### config.mk
export PLATFORM = sky130hd
export DESIGN_NAME = settle_counter
export DESIGN_NICKNAME = d
export VERILOG_FILES = /design/src/rtl/lab3a_response_checker_settle_counter.sv
export SDC_FILE = /design/constraint.sdc
export NUM_CORES = 1
export LEC_CHECK = 0
export CAP_MARGIN = 40
export CORE_AREA = 10 10 47 49
export CTS_CLUSTER_SIZE = 12
export DETAILED_ROUTE_END_ITERATION = 16
export DIE_AREA = 0 0 57 59
export GPL_ROUTABILITY_DRIVEN = 0
export MAX_ROUTING_LAYER = met4
export PLACE_DENSITY = 0.6
export SYNTH_ARGS = -nofsm -noshare
export SYNTH_HDL_FRONTEND = slang
export SYNTH_SLANG_ARGS = --single-unit
export TNS_END_PERCENT = 5
### constraint.sdc
create_clock -name clk -period 3.1 [get_ports clk]
set_clock_uncertainty 0.2 [all_clocks]
set_input_delay 0.62 -clock clk [delete_from_list [all_inputs] [get_ports clk]]
set_output_delay 0.62 -clock clk [all_outputs]
set_load 0.02 [all_outputs]
### src/rtl/lab3a_response_checker_settle_counter.sv
// Hold counter for one stimulus vector.
// tc is asserted while the count equals SETTLE-1.
module settle_counter #(
  parameter int SETTLE = 2
) (
  input  logic clk,
  input  logic rst,
  input  logic clear,
  input  logic en,
  output logic tc
);

  // With SETTLE=0 the caller bypasses the settle phase, so the value is irrelevant
  localparam logic [7:0] TC_VAL = (SETTLE == 0) ? 8'd0 : 8'(SETTLE - 1);

  logic [7:0] count;

  always_ff @(posedge clk or posedge rst) begin
    if (rst) begin
      count <= '0;
    end else if (clear) begin
      count <= '0;
    end else if (en) begin
      count <= count + 8'd1;
    end
  end

  assign tc = (count == TC_VAL);

endmodule

==> key figures <==
Synth
  – Synth top area share: between 40% and 50%
  – Yosys reg bits: 8
  – Synth Flop Type: dfrtp_1
  – Synth unique cells: 18
  – Syn Area/Cell: just over 10 um^2
  – Post-synthesis net count: 48
  – Yosys warns: 0
  – Post-synth top cells: dfrtp_1 (8), nor2_1 (5)
  – Post-Syn Instances: 42
  – Most frequent cell after synthesis: dfrtp_1
  – Synth top area cells: dfrtp_1 (47%), o2111ai_4 (6.1%), xor2_1 (6.1%)
  – Ys async rst share: 100.0%
  – Register area share after synthesis: 46.78%
  – Mapped Area: 427.9 um^2
  – Post-synth top area cell: dfrtp_1
  – EDFF count, synth: 0

STA
  – Fin. max-slew vios: 0
  – Worst-margin pin slew: 0.3771 ns
  – Fin crit period: approximately 2.6 ns
  – FMAX: 0.3867 GHz
  – Final hold violation count: 0
  – Setup-failing EPs final: 0
  – RSZ-0062 raised after global routing: no
  – Setup TNS: 0 ns
  – Tcrit/Tclk final: 83.42%
  – Relative slew slack: 74.78%
  – Tightest hold margin: ~0.36 ns

Critical path
  – Startpoint type of the worst setup path: register
  – Worst EP required: approximately 2.3 ns
  – WP buf/inv: 2
  – WS Path Type: register to output port
  – Delay-heaviest family, CP: simple AND/OR/NAND/NOR gates
  – Worst path slowest cell: dfrtp_1
  – Max incr delay on CP: roughly 0.43 ns
  – CP cell instances: inv_1 > ha_1 > or4b_1 > nor4_1 > dlymetal6s2s_1
  – CP Capture Type: output port
  – CP max FO: 4
  – WP data arrival: between 1.5 and 2 ns

Pwr
  – VDD IR max: roughly 210 uV
  – Power per standard cell area: around 430 nW/um^2
  – Lkg Pwr: approximately 0.22 nW

Run
  – Max-cap violations: 0

Cells and area
  – Final net count: 55
  – Max reg flops: 8
  – Diode count: 0
  – Area grow syn2layout: 16.96%
  – Biggest regs: count (8)
  – Largest Register: count
  – Filler cell count: 155
  – Share of cells above drive strength 1: 8.511%

CTS
  – Setup bufs post-CTS: 0
  – Total CTS buffers: 3
  – Root buf cell: clkbuf_4
  – Clock Pin Slew Worst Setup and Hold Paths: approximately 0.06 ns
  – H-Tree Depth: 1
  – PostCTS Resize Cnt: 0
  – Clock buffer depth: 2
  – CTS tree: done
  – Clk sink count: 8
  – Hold buffer count at CTS: 0
  – Clock insertion delay at the later pin of the skew report: 0.25 ns

Floorplanning
  – Effective utilization at floorplan: 30.54%
  – IO Count: 5
  – # rows: 14
  – Die height: about 59 um
  – DIE WIDTH: around 57 um
  – DIE AREA: around 3400 um^2
  – Total core area: between 1000 and 1500 um^2

Global routing
  – Largest net degree at the start of global routing: 10
  – GRT overflow: 0
  – Wire length of the first global-routing pass: ~1400 um
  – Initial antenna violation count: 0
  – Vias in the first global route: between 300 and 400
  – Gr usage total: under 10%

Drt
  – DRC errors left: 0
  – Routed WL: ~800 um
  – DRT Pass-1 Iters: 3
  – Routed length per instance: roughly 12 um
  – Avg Vias per Cell: ~5
  – DR iter-0 viols: 8
  – Post-route antenna net violation count: 0
  – Total number of vias: 310

Status
  – Run status: completed

Placed design
  – Number of port buffers: 4

Min path
  – Min-delay worst type: register to register
-- tightest hold or removal path: cells and delay by family (launching register included) --
family | cells | cell delay (ns)
AOI/OAI and AO/OA | 1 | 0.05
and+or+nand+nor | 1 | 0.11
DFF | 1 | 0.35
-- final cells by class --
type | count | area [um^2] | share of cell area, %
well taps | 16 | 20.02 | 4.000
flip-flops and latches | 8 | 200.2 | 40.00
clock buffers | 3 | 22.52 | 4.500
inverters | 2 | 7.507 | 1.500
multi-input cells | 30 | 207.7 | 41.50
repair buffers | 4 | 42.54 | 8.500
-- report_power, final --
group          switching [mW]  internal [mW]  total, mW
registers             0.00527          0.107      0.113
clock network          0.0349         0.0443     0.0792
logic                  0.0120         0.0108     0.0228
total                  0.0522          0.162      0.215
-- logic make-up (layout without fill, tap and decap cells) --
logic type	count (synthesis)	in the layout	synth area share (%)
AOI/OAI and AO/OA	8	8	14.91
xor gates and xnor gates	4	4	8.189
adders and majority gates	2	2	5.847
buffers and inverters	4	9	4.679
DFF	8	8	46.78
and+or+nand+nor	16	16	19.59
-- path summary, 6_finish.rpt --
path	slack (ns)	start	endpoint	cells after the start
setup / recovery	0.51	count[1]$_DFFE_PP0P_	tc	5
hold / removal	0.36	count[7]$_DFFE_PP0P_	count[7]$_DFFE_PP0P_	2
setup reg to reg	1.59	count[0]$_DFFE_PP0P_	count[6]$_DFFE_PP0P_	4
hold reg to reg	0.36	count[7]$_DFFE_PP0P_	count[7]$_DFFE_PP0P_	2
max in group asynchronous	2.05	rst	count[4]$_DFFE_PP0P_	2
min in group asynchronous	0.41	rst	count[7]$_DFFE_PP0P_	2
-- per-stage QoR --
| stage | total power [mW] | cells | area (um^2) | worst slack [ns] | util [%] |
|---|---|---|---|---|---|
| 4_1_cts | 0.2189 | 63 | 498.0 | 0.1023 | 35.54 |
| 5_1_grt | 0.2280 | 63 | 500.5 | 0.3969 | 35.71 |
| 3_3_place_gp | 0.1371 | 60 | 475.5 | 0.4101 | 33.93 |
| 6_report | 0.2145 | 63 | 500.5 | 0.5140 | 35.71 |
| 3_5_place_dp | 0.1379 | 60 | 475.5 | 0.3794 | 33.93 |
| 2_1_floorplan | 0.1291 | 42 | 427.9 | 0.6355 | - |
-- placed cells by master (no fill, tap or decap), types with 2 or more instances in the layout --
| cell | n |
|---|---|
| a21oi_1 | 3 |
| clkbuf_4 | 3 |
| clkdlybuf4s50_1 | 3 |
| dfrtp_1 | 8 |
| ha_1 | 2 |
| inv_1 | 2 |
| nand2_1 | 2 |
| nand3_1 | 2 |
| nand4_1 | 2 |
| nor2_1 | 5 |
| o21ai_0 | 3 |
| or3_1 | 3 |
| xor2_1 | 3 |
-- routing by layer --
layer / vias up / GRT usage [%] / wire length (um)
li1: 162 / - / -
met1: 143 / 5.897 / 414
met2: 5 / 7.442 / 324
met3: 0 / 2.146 / 38
met4: 0 / 4.027 / 0
met5: - / - / 0
Power figures use the tool's default switching activity.
